**config.mk**
```make
export PLATFORM = sky130hd
export DESIGN_NAME = iic_dsmod_ctrl
export DESIGN_NICKNAME = d
export VERILOG_FILES = /design/src/rtl/iic_dsmod_pkg.sv /design/src/rtl/iic_sync_fifo.sv /design/src/rtl/iic_dsmod_ctrl.sv
export SDC_FILE = /design/constraint.sdc
export NUM_CORES = 1
export LEC_CHECK = 0
export ABC_CLOCK_PERIOD_IN_PS = 3180
export CORE_AREA = 2 2 93 118
export CTS_BUF_LIST = sky130_fd_sc_hd__clkbuf_4 sky130_fd_sc_hd__clkbuf_8
export CTS_CLUSTER_SIZE = 12
export DETAILED_ROUTE_END_ITERATION = 10
export DIE_AREA = 0 0 95 120
export PLACE_DENSITY = 0.78
export SLEW_MARGIN = 25
export SYNTH_ARGS = -nofsm -noshare
export SYNTH_HDL_FRONTEND = slang
export SYNTH_HIERARCHICAL = 1
export SYNTH_SLANG_ARGS = --single-unit
```
**constraint.sdc**
```tcl
create_clock -name clk_i -period 3.18 [get_ports clk_i]
set_clock_uncertainty 0.05 [all_clocks]
set_input_delay 0.954 -clock clk_i [delete_from_list [all_inputs] [get_ports clk_i]]
set_output_delay 0.954 -clock clk_i [all_outputs]
set_load 0.01 [all_outputs]
```
**src/rtl/iic_dsmod_pkg.sv**
```systemverilog
// Shared constants for the delta-sigma modulator and its front-end controller.
// Holds the mid-scale sample value, the attenuation "off" code, the OSR and
// modulator-order codes, and the controller state encoding. No ports.
package iic_dsmod_pkg;

    // Attenuation code that fully mutes the modulator output.
    localparam logic [3:0] SCALE_OFF = 4'd15;

    // Oversampling-ratio codes.
    localparam logic [1:0] OSR_32  = 2'd0;
    localparam logic [1:0] OSR_64  = 2'd1;
    localparam logic [1:0] OSR_128 = 2'd2;
    localparam logic [1:0] OSR_256 = 2'd3;

    // Modulator order codes.
    localparam logic MODE_1ST = 1'b0;
    localparam logic MODE_2ND = 1'b1;

    // Controller state encoding.
    localparam logic [1:0] ST_IDLE      = 2'd0;
    localparam logic [1:0] ST_RAMP_UP   = 2'd1;
    localparam logic [1:0] ST_RUN       = 2'd2;
    localparam logic [1:0] ST_RAMP_DOWN = 2'd3;

    // Mid-scale value of an unsigned sample of width bw (2^(bw-1)).
    // Callers truncate the result to their own sample width.
    function automatic logic [63:0] data_mid_of(input int bw);
        return 64'd1 << (bw - 1);
    endfunction

    // One attenuation step toward the target, never more than 1.
    function automatic logic [3:0] scale_toward(input logic [3:0] cur, input logic [3:0] tgt);
        if (cur > tgt) begin
            return cur - 4'd1;
        end else if (cur < tgt) begin
            return cur + 4'd1;
        end
        return cur;
    endfunction

endpackage

```
**src/rtl/iic_sync_fifo.sv**
```systemverilog
// Single-clock sample FIFO with synchronous flush and async active-low reset.
// Ports:
//   clk_i, rst_n_i    clock and asynchronous active-low reset
//   push_i / data_i   write request and write data (ignored when full)
//   pop_i / data_o    read request and head-of-queue data (ignored when empty)
//   flush_i           discard all contents; wins over push and pop
//   full_o, empty_o   occupancy flags
//   count_o           number of stored entries
module iic_sync_fifo #(
    parameter int BW    = 16,
    parameter int DEPTH = 4
) (
    input  logic                     clk_i,
    input  logic                     rst_n_i,
    input  logic                     push_i,
    input  logic                     pop_i,
    input  logic                     flush_i,
    input  logic [BW-1:0]            data_i,
    output logic [BW-1:0]            data_o,
    output logic                     full_o,
    output logic                     empty_o,
    output logic [$clog2(DEPTH):0]   count_o
);

    localparam int AW = $clog2(DEPTH);
    localparam logic [AW-1:0] PTR_ONE = {{(AW-1){1'b0}}, 1'b1};
    localparam logic [AW:0]   CNT_ONE = {{AW{1'b0}}, 1'b1};
    localparam logic [AW:0]   CNT_MAX = (AW+1)'(DEPTH);

    logic [BW-1:0] mem_q [DEPTH];
    logic [AW-1:0] wr_ptr_q, wr_ptr_d;
    logic [AW-1:0] rd_ptr_q, rd_ptr_d;
    logic [AW:0]   count_q, count_d;
    logic          do_push, do_pop;

    assign full_o  = (count_q == CNT_MAX);
    assign empty_o = (count_q == '0);
    assign count_o = count_q;
    assign data_o  = mem_q[rd_ptr_q];

    assign do_push = push_i && !full_o;
    assign do_pop  = pop_i && !empty_o;

    // Pointer wrap relies on DEPTH being a power of two.
    always_comb begin
        wr_ptr_d = wr_ptr_q;
        rd_ptr_d = rd_ptr_q;
        count_d  = count_q;
        if (flush_i) begin
            wr_ptr_d = '0;
            rd_ptr_d = '0;
            count_d  = '0;
        end else begin
            if (do_push) begin
                wr_ptr_d = wr_ptr_q + PTR_ONE;
            end
            if (do_pop) begin
                rd_ptr_d = rd_ptr_q + PTR_ONE;
            end
            if (do_push && !do_pop) begin
                count_d = count_q + CNT_ONE;
            end else if (do_pop && !do_push) begin
                count_d = count_q - CNT_ONE;
            end
        end
    end

    always_ff @(posedge clk_i or negedge rst_n_i) begin
        if (!rst_n_i) begin
            wr_ptr_q <= '0;
            rd_ptr_q <= '0;
            count_q  <= '0;
        end else begin
            wr_ptr_q <= wr_ptr_d;
            rd_ptr_q <= rd_ptr_d;
            count_q  <= count_d;
        end
    end

    // Storage needs no reset; the pointers define what is valid.
    always_ff @(posedge clk_i) begin
        if (do_push && !flush_i) begin
            mem_q[wr_ptr_q] <= data_i;
        end
    end

endmodule

```
**src/rtl/iic_dsmod_ctrl.sv**
```systemverilog
// Front-end controller for the delta-sigma modulator: buffers incoming samples,
// hands one to the modulator on every fetch strobe, and ramps the attenuation
// one step per RAMP_SAMPLES fetches on start, target change and stop, so the
// output never jumps in level.
// Ports:
//   clk_i, rst_n_i          clock, asynchronous active-low reset
//   enable_i                1 = play, 0 = stop (ramped)
//   mode_i, osr_i           modulator order / OSR, latched when leaving IDLE
//   scale_i                 target attenuation (0 = 0 dB, 15 = off)
//   clr_i                   clears the sticky underrun flag
//   s_data_i/s_valid_i/s_ready_o   sample stream in
//   dsm_data_o, dsm_rd_i    sample to modulator, modulator fetch strobe
//   dsm_rst_n_o             modulator synchronous reset (low in IDLE)
//   dsm_mode_o, dsm_osr_o, dsm_scale_o   latched config and ramped scale
//   busy_o, underrun_o, fill_o   status
module iic_dsmod_ctrl
    import iic_dsmod_pkg::*;
#(
    parameter int BW           = 16,
    parameter int DEPTH        = 4,
    parameter int RAMP_SAMPLES = 8
) (
    input  logic                   clk_i,
    input  logic                   rst_n_i,
    input  logic                   enable_i,
    input  logic                   mode_i,
    input  logic [1:0]             osr_i,
    input  logic [3:0]             scale_i,
    input  logic                   clr_i,
    input  logic [BW-1:0]          s_data_i,
    input  logic                   s_valid_i,
    output logic                   s_ready_o,
    output logic [BW-1:0]          dsm_data_o,
    input  logic                   dsm_rd_i,
    output logic                   dsm_rst_n_o,
    output logic                   dsm_mode_o,
    output logic [1:0]             dsm_osr_o,
    output logic [3:0]             dsm_scale_o,
    output logic                   busy_o,
    output logic                   underrun_o,
    output logic [$clog2(DEPTH):0] fill_o
);

    localparam logic [BW-1:0] DATA_MID = BW'(data_mid_of(BW));
    localparam int CW = (RAMP_SAMPLES > 1) ? $clog2(RAMP_SAMPLES) : 1;
    localparam logic [CW-1:0] CNT_LAST = CW'(RAMP_SAMPLES - 1);
    localparam logic [CW-1:0] CNT_ONE  = CW'(1);

    logic [1:0]    state_q, state_d;
    logic [3:0]    scale_q, scale_d;
    logic [CW-1:0] cnt_q, cnt_d;
    logic          mode_q, mode_d;
    logic [1:0]    osr_q, osr_d;
    logic [BW-1:0] data_q, data_d;
    logic          underrun_q, underrun_d;
    logic          rdy_en_q, rdy_en_d;

    logic          active, rd_act, boundary;
    logic          fifo_push, fifo_pop, fifo_flush;
    logic          fifo_full, fifo_empty, underrun_set;
    logic [BW-1:0] fifo_head;

    // Ready stays low during reset and rises on the first clock after release.
    assign rdy_en_d  = 1'b1;
    assign s_ready_o = rdy_en_q && !fifo_full;
    assign fifo_push = s_valid_i && s_ready_o;

    assign active       = (state_q != ST_IDLE);
    assign rd_act       = dsm_rd_i && active;
    assign boundary     = rd_act && (cnt_q == CNT_LAST);
    assign fifo_pop     = rd_act && !fifo_empty;
    assign underrun_set = rd_act && fifo_empty;

    iic_sync_fifo #(
        .BW    (BW),
        .DEPTH (DEPTH)
    ) u_fifo (
        .clk_i   (clk_i),
        .rst_n_i (rst_n_i),
        .push_i  (fifo_push),
        .pop_i   (fifo_pop),
        .flush_i (fifo_flush),
        .data_i  (s_data_i),
        .data_o  (fifo_head),
        .full_o  (fifo_full),
        .empty_o (fifo_empty),
        .count_o (fill_o)
    );

    // Ramp sequencing. The fetch counter keeps running across state changes so
    // a stop or restart mid-step does not shorten or stretch the step. A step
    // that coincides with a state change is skipped; the new state takes the
    // next boundary.
    always_comb begin
        state_d    = state_q;
        scale_d    = scale_q;
        cnt_d      = cnt_q;
        mode_d     = mode_q;
        osr_d      = osr_q;
        fifo_flush = 1'b0;

        if (rd_act) begin
            cnt_d = (cnt_q == CNT_LAST) ? '0 : cnt_q + CNT_ONE;
        end

        case (state_q)
            ST_IDLE: begin
                scale_d = SCALE_OFF;
                if (enable_i) begin
                    mode_d  = mode_i;
                    osr_d   = osr_i;
                    cnt_d   = '0;
                    state_d = ST_RAMP_UP;
                end
            end
            ST_RAMP_UP: begin
                // Entered from RAMP_DOWN the scale may already be at or below
                // target; RUN then walks it the rest of the way.
                if (!enable_i) begin
                    state_d = ST_RAMP_DOWN;
                end else if (scale_q <= scale_i) begin
                    state_d = ST_RUN;
                end else if (boundary) begin
                    scale_d = scale_q - 4'd1;
                end
            end
            ST_RUN: begin
                if (!enable_i) begin
                    state_d = ST_RAMP_DOWN;
                end else if (boundary) begin
                    scale_d = scale_toward(scale_q, scale_i);
                end
            end
            ST_RAMP_DOWN: begin
                if (enable_i) begin
                    state_d = ST_RAMP_UP;
                end else if (scale_q == SCALE_OFF) begin
                    state_d    = ST_IDLE;
                    fifo_flush = 1'b1;
                end else if (boundary) begin
                    scale_d = scale_q + 4'd1;
                    if (scale_d == SCALE_OFF) begin
                        state_d    = ST_IDLE;
                        fifo_flush = 1'b1;
                    end
                end
            end
            default: begin
                state_d = ST_IDLE;
            end
        endcase
    end

    // Sample register toward the modulator, parked at mid-scale whenever the
    // controller is or is about to be idle.
    always_comb begin
        data_d = data_q;
        if (fifo_pop) begin
            data_d = fifo_head;
        end else if (underrun_set) begin
            data_d = DATA_MID;
        end
        if (state_d == ST_IDLE) begin
            data_d = DATA_MID;
        end
        if (underrun_set) begin
            underrun_d = 1'b1;
        end else if (clr_i) begin
            underrun_d = 1'b0;
        end else begin
            underrun_d = underrun_q;
        end
    end

    always_ff @(posedge clk_i or negedge rst_n_i) begin
        if (!rst_n_i) begin
            state_q    <= ST_IDLE;
            scale_q    <= SCALE_OFF;
            cnt_q      <= '0;
            mode_q     <= MODE_1ST;
            osr_q      <= OSR_32;
            data_q     <= DATA_MID;
            underrun_q <= 1'b0;
            rdy_en_q   <= 1'b0;
        end else begin
            state_q    <= state_d;
            scale_q    <= scale_d;
            cnt_q      <= cnt_d;
            mode_q     <= mode_d;
            osr_q      <= osr_d;
            data_q     <= data_d;
            underrun_q <= underrun_d;
            rdy_en_q   <= rdy_en_d;
        end
    end

    assign dsm_data_o  = data_q;
    assign dsm_rst_n_o = active;
    assign busy_o      = active;
    assign dsm_mode_o  = mode_q;
    assign dsm_osr_o   = osr_q;
    assign dsm_scale_o = scale_q;
    assign underrun_o  = underrun_q;

endmodule

```
# Word-level counts from Yosys, hierarchy flattened

Memory sizes are Yosys's and may differ from the RTL's.
Cells that the tools add are included.

Equality and inequality tests: 16
Add/sub/neg operators: 7
Order comparisons: 3
Reduce and logical (&&, ||, !) cells: 27
Muxes and demuxes: 49

Operator list:

| cell                  | count |
|---|---|
| $mux W16              | 3 |
| $mux W4               | 11 |
| $mux W2               | 12 |
| $mux W3               | 7 |
| $ne A2 B2 Y1 const B  | 9 |
| $pmux W4 S4           | 1 |
| $mux W1               | 14 |
| $logic_and A1 B1 Y1   | 11 |
| $reduce_and A9 Y1     | 1 |
| $eq A4 B4 Y1 const B  | 2 |
| $pmux W2 S4           | 1 |
| $reduce_bool A2 Y1    | 4 |
| $add A3 B1 Y3 const B | 2 |
| $eq A3 B3 Y1 const B  | 2 |
| $reduce_bool A3 Y1    | 2 |
| $logic_not A1 Y1      | 5 |
| $add A2 B1 Y2 const B | 2 |
| $add A4 B1 Y4 const B | 1 |
| $eq A2 B2 Y1 const B  | 2 |
| $gt A4 B4 Y1          | 1 |
| $le A4 B4 Y1          | 1 |
| $logic_not A2 Y1      | 2 |
| $lt A4 B4 Y1          | 1 |
| $sub A4 B1 Y4 const B | 1 |
| other kinds (4)       | 4 |

Memories: 1
Output and inout bits: 30
Bits in registers: 37
RAM bits: 64
Input port bits: 29
Word-level logic and storage cells: 114

Memories:

| memory       | words | width | rd ports | clocked after memory_dff | wr ports | line                | text |
|---|---|---|---|---|---|---|---|
| u_fifo.mem_q | 4     | 16    | 1        | 0                        | 1        | iic_sync_fifo.sv:30 | `logic [BW-1:0] mem_q [DEPTH];` |

# Depth between registers and ports, before layout

Word-level depth: 11
Mapped depth: 12
Depth with buffers taken out: 10

# Hierarchy

Netlist, hierarchy kept.

Modules (own cells, without submodules):

| module         | sequential area each (um^2) | times used | cells an instance | area an instance (um^2) |
|---|---|---|---|---|
| iic_sync_fifo  | 2,097.0                     | 1          | 145               | 2,876.5 |
| iic_dsmod_ctrl | 757.0                       | 1          | 188               | 1,756.7 |

# Worst setup path after synthesis

No wires, ideal clock.

Kind: input to register
Start point: input port dsm_rd_i
End point: register u_fifo.count_q[2] (netlist: u_fifo/count_o[2])
Arrival time: 3.091 ns
Path buffers: 3
Stages on the path: 11
Library setup time: 0.066 ns
Setup slack: -0.027 ns
Data required time: 3.064 ns
Path through: clkbuf_1 nand2_1 clkbuf_1 nor2_1 clkbuf_2 o21a_1 nor3_1 fa_1 and4bb_2 a311oi_1 o311a_1

Longest elaborated chain between the ends: 7
Elaborated cells on any way between the ends: 14
Those cells by class: 6 x mux; 8 x reduce/logical

Ends and longest elaborated chain:

| element                 | line                 | text |
|---|---|---|
| start, declared         | iic_dsmod_ctrl.sv:34 | `input logic dsm_rd_i,` |
| $logic_and A1 B1 Y1 (*) | iic_dsmod_ctrl.sv:69 | `assign rd_act = dsm_rd_i && active;` |
| $logic_and A1 B1 Y1 (*) | iic_dsmod_ctrl.sv:71 | `assign fifo_pop = rd_act && !fifo_empty;` |
| named net fifo_pop      | iic_dsmod_ctrl.sv:59 | `logic fifo_push, fifo_pop, fifo_flush;` |
| $logic_and A1 B1 Y1 (*) | iic_sync_fifo.sv:42  | `assign do_pop = pop_i && !empty_o;` |
| $logic_not A1 Y1        | iic_sync_fifo.sv:60  | `if (do_push && !do_pop) begin` |
| $logic_and A1 B1 Y1     | iic_sync_fifo.sv:60  |  |
| $mux W3                 | iic_sync_fifo.sv:60  |  |
| $mux W3                 | iic_sync_fifo.sv:49  | `if (flush_i) begin` |
| end signal, assigned    | iic_sync_fifo.sv:76  | `count_q <= count_d;` |
| end, declared           | iic_sync_fifo.sv:33  | `logic [AW:0] count_q, count_d;` |

The timed path passes the listed nets; every way through them passes the cells marked *.
A chain may end at the register's enable or synchronous reset.

# Worst setup path in the final report

Start point: register state_q[0]
End point: output port busy_o

Longest elaborated chain between the ends: 1

Ends and longest elaborated chain:

| element                | line                  | text |
|---|---|---|
| start, declared        | iic_dsmod_ctrl.sv:49  | `logic [1:0] state_q, state_d;` |
| start signal, assigned | iic_dsmod_ctrl.sv:186 | `state_q <= state_d;` |
| $reduce_bool A2 Y1     | iic_dsmod_ctrl.sv:68  | `assign active = (state_q != ST_IDLE);` |
| end, declared          | iic_dsmod_ctrl.sv:39  | `output logic busy_o,` |

Every way passes these cells.

==> reports/qor.yml <==
dp_hpwl_um: 6420
grt_pass1_vias: 3147
antenna_found_initial: 0
setup_tns_ns: 0
drtAntennaViolNets: 0
finalCriticalPeriod_ns: 2.943
die_h_um: 120
powerDensity_nw_per_um2: 878.7
overflow: 0
worstPathRequired_ns: 2.18
path_class: "reg -> out"
cp.arrival_ns: 1.94
tightest_slew_ns: 0.8530
rsz0062_at_grt: "false"
drv_slew: 0
syn_inst: 333
fp.dieW_um: 95
postCtsHoldBufs: 0
syn_to_final_growth_pct: 23.74
postCtsResizedCells: 0
syn_avg_cell_area_um2: 13.91
outcome: "complete, no violations"
n_antenna_cell: 0
grt_use_total_pct: 17.59
fillers: 862
min_path_type: "reg -> reg"
clkLatencyLatePin_ns: 0.37
slew_headroom_pct: 43.14
cts.sinks: 101
ff2ff_setup_slack_ns: 0.45
p_total_mw: 5.037
place.gp.congestion: 0.8357
cts_buffers: 9
yosys_warnings: 6
cts_tree: "built"
via_per_inst: 5.502
drt_iter0_drc: 143
ios: 59
clk_pin_slew_worst_paths_ns: 0.09
endpoint_kind: "output port"
p_leak_nw: 2.163
cts_htree_levels: 3
port_buffers: 58
post_drt_wl_per_cell_um: 16.76
coreArea_um2: 10350
drc: 0
cap_violations: 0
synthArstFlopShare_pct: 36.63
grt_max_degree: 38
dr.pass1.iters: 4
grt_first_pass_wirelength_um: 15010
cts_root_buf: "clkbuf_8"
max_freq_mhz: 339.8
fp.dieArea_um2: 11400
path_max_fanout: 13
vias: 2993
synth_area_um2: 4633
nNetsFinal: 450
hold_viol: 0
drive_above_1_share_pct: 20.63
rows: 42
setup_viol: 0
yosys_register_bits: 101
fin_crit_sh_pct: 92.55
peakVddDrop_v: 0.0003087
ys_seq_area_share_pct: 61.60
wl_um: 9119
synthesis.nets: 376
synthFlopType: "edfxtp_1"
synth_cell_types: 60
cts_buffer_depth: 2
synth-edff-count: 64
post-cts-setup-buffers: 0
crit_path_start_kind: "register"
start_util_pct: 44.75
-- power by group --
group / switching [mW] / internal (mW)
combinational: 1.04 / 1.09
clock: 0.423 / 0.520
sequential: 0.268 / 1.70
-- kinds of logic after synthesis --
kind of cell	Yosys count	share of synthesized area [%]
other	1	0.08094
DFF	101	61.60
adders and majority gates	14	3.943
muxes	23	9.425
AOI/OAI and AO/OA	61	10.21
and+or+nand+nor	94	10.26
xor gates and xnor gates	4	0.7563
buffers and inverters	35	3.727
-- layout make-up --
cell class / count / area [um2] / share of cell area [%]
Clock buffer: 9 / 123.9 / 2.161
Clock inverter: 7 / 112.6 / 1.964
Inverter: 15 / 57.56 / 1.004
Multi-Input combinational cell: 197 / 1607 / 28.02
Sequential cell: 101 / 2854 / 49.78
Tap cell: 132 / 165.2 / 2.881
Timing Repair Buffer: 83 / 813.3 / 14.19
-- sequential cells by signal (all words and copies together) (netlist names) --
signal and flops:
dsm_data_o 16, dsm_scale_o 4, cnt_q 3, u_fifo/mem_q 64, dsm_mode_o 1, u_fifo/count_o 3, dsm_osr_o 2, u_fifo/wr_ptr_q 2
u_fifo/rd_ptr_q 2, rdy_en_q 1, state_q 2, underrun_o 1
-- worst max-delay path, cell delays in order (launching register included) --
cell and delay, ns:
dfrtp_1 0.58, or2_1 0.38, clkdlybuf4s50_1 0.61
-- through the flow --
stage	hold slack [ns]	utilization, %	instances	area, um2	worst slack [ns]
2_1_floorplan	0.4371	-	333	4634	0.09425
3_3_place_gp	0.4209	53.09	528	5497	0.06080
3_5_place_dp	0.4329	53.09	528	5497	0.01150
4_1_cts	0.4550	55.38	544	5733	0.2128
5_1_grt	0.4737	55.38	544	5733	0.1283
6_report	0.4510	55.38	544	5733	0.2368
-- synthesized netlist by cell type, types with 5 or more instances --
library cell  count  area (um2)
dfstp_2           5       131.4
nor2_1           18       67.56
dfrtp_1          32       800.8
clkbuf_1          8       30.03
a21oi_2          10       87.58
ha_1             13       162.7
nand3_1          21       105.1
mux4_2           16       360.4
edfxtp_1         64        1922
a21oi_1          13       65.06
nand2_1          26       97.59
inv_1            14       52.55
and2_1            7       43.79
o21ai_0           5       25.02
buf_4             5       37.54
-- cell usage in the layout (no fill, tap or decap), drive strengths merged, types with 2 or more instances in the layout --
| cell | synthesis | layout |
|---|---|---|
| nand4 | 2 | 2 |
| a32o | 3 | 3 |
| clkinv | 1 | 4 |
| and2 | 7 | 7 |
| o21ai | 7 | 7 |
| o21a | 2 | 2 |
| a221oi | 2 | 2 |
| a21oi | 23 | 23 |
| o22a | 2 | 2 |
| o311ai | 2 | 2 |
| buf | 11 | 26 |
| nand3b | 2 | 2 |
| nor2 | 18 | 18 |
| mux2 | 5 | 5 |
| dfrtp | 32 | 32 |
| inv | 14 | 15 |
| o31ai | 4 | 4 |
| nor3 | 6 | 6 |
| dfstp | 5 | 5 |
| clkbuf | 9 | 9 |
| nand2b | 3 | 3 |
| a21o | 2 | 2 |
| xor2 | 3 | 3 |
| mux2i | 2 | 2 |
| ha | 13 | 13 |
| edfxtp | 64 | 64 |
| clkdlybuf4s50 | 0 | 57 |
| nor2b | 3 | 3 |
| nand2 | 26 | 26 |
| nand3 | 21 | 21 |
| a31oi | 3 | 3 |
| mux4 | 16 | 16 |
| bufinv | 0 | 3 |
-- per-layer routing --
layer / vias up / global-route usage, % / wire length [um]
met1: 1507 / 20.38 / 3594
met2: 79 / 30.81 / 4894
met5: - / 0 / 0
met4: 0 / 8.786 / 229
li1: 1387 / - / -
met3: 20 / 3.139 / 401
-- worst paths after layout --
path / start / endpoint / depth (start not counted)
setup / recovery: state_q[0] / busy_o / 2
hold / removal: underrun_o / underrun_o / 1
hold reg to reg: underrun_o / underrun_o / 1
max in group asynchronous: rst_n_i / dsm_data_o[2] / 1
setup reg to reg: state_q[0] / u_fifo/count_o[2] / 9
min in group asynchronous: rst_n_i / dsm_osr_o[0] / 1
(Power assumes the default switching activity.)
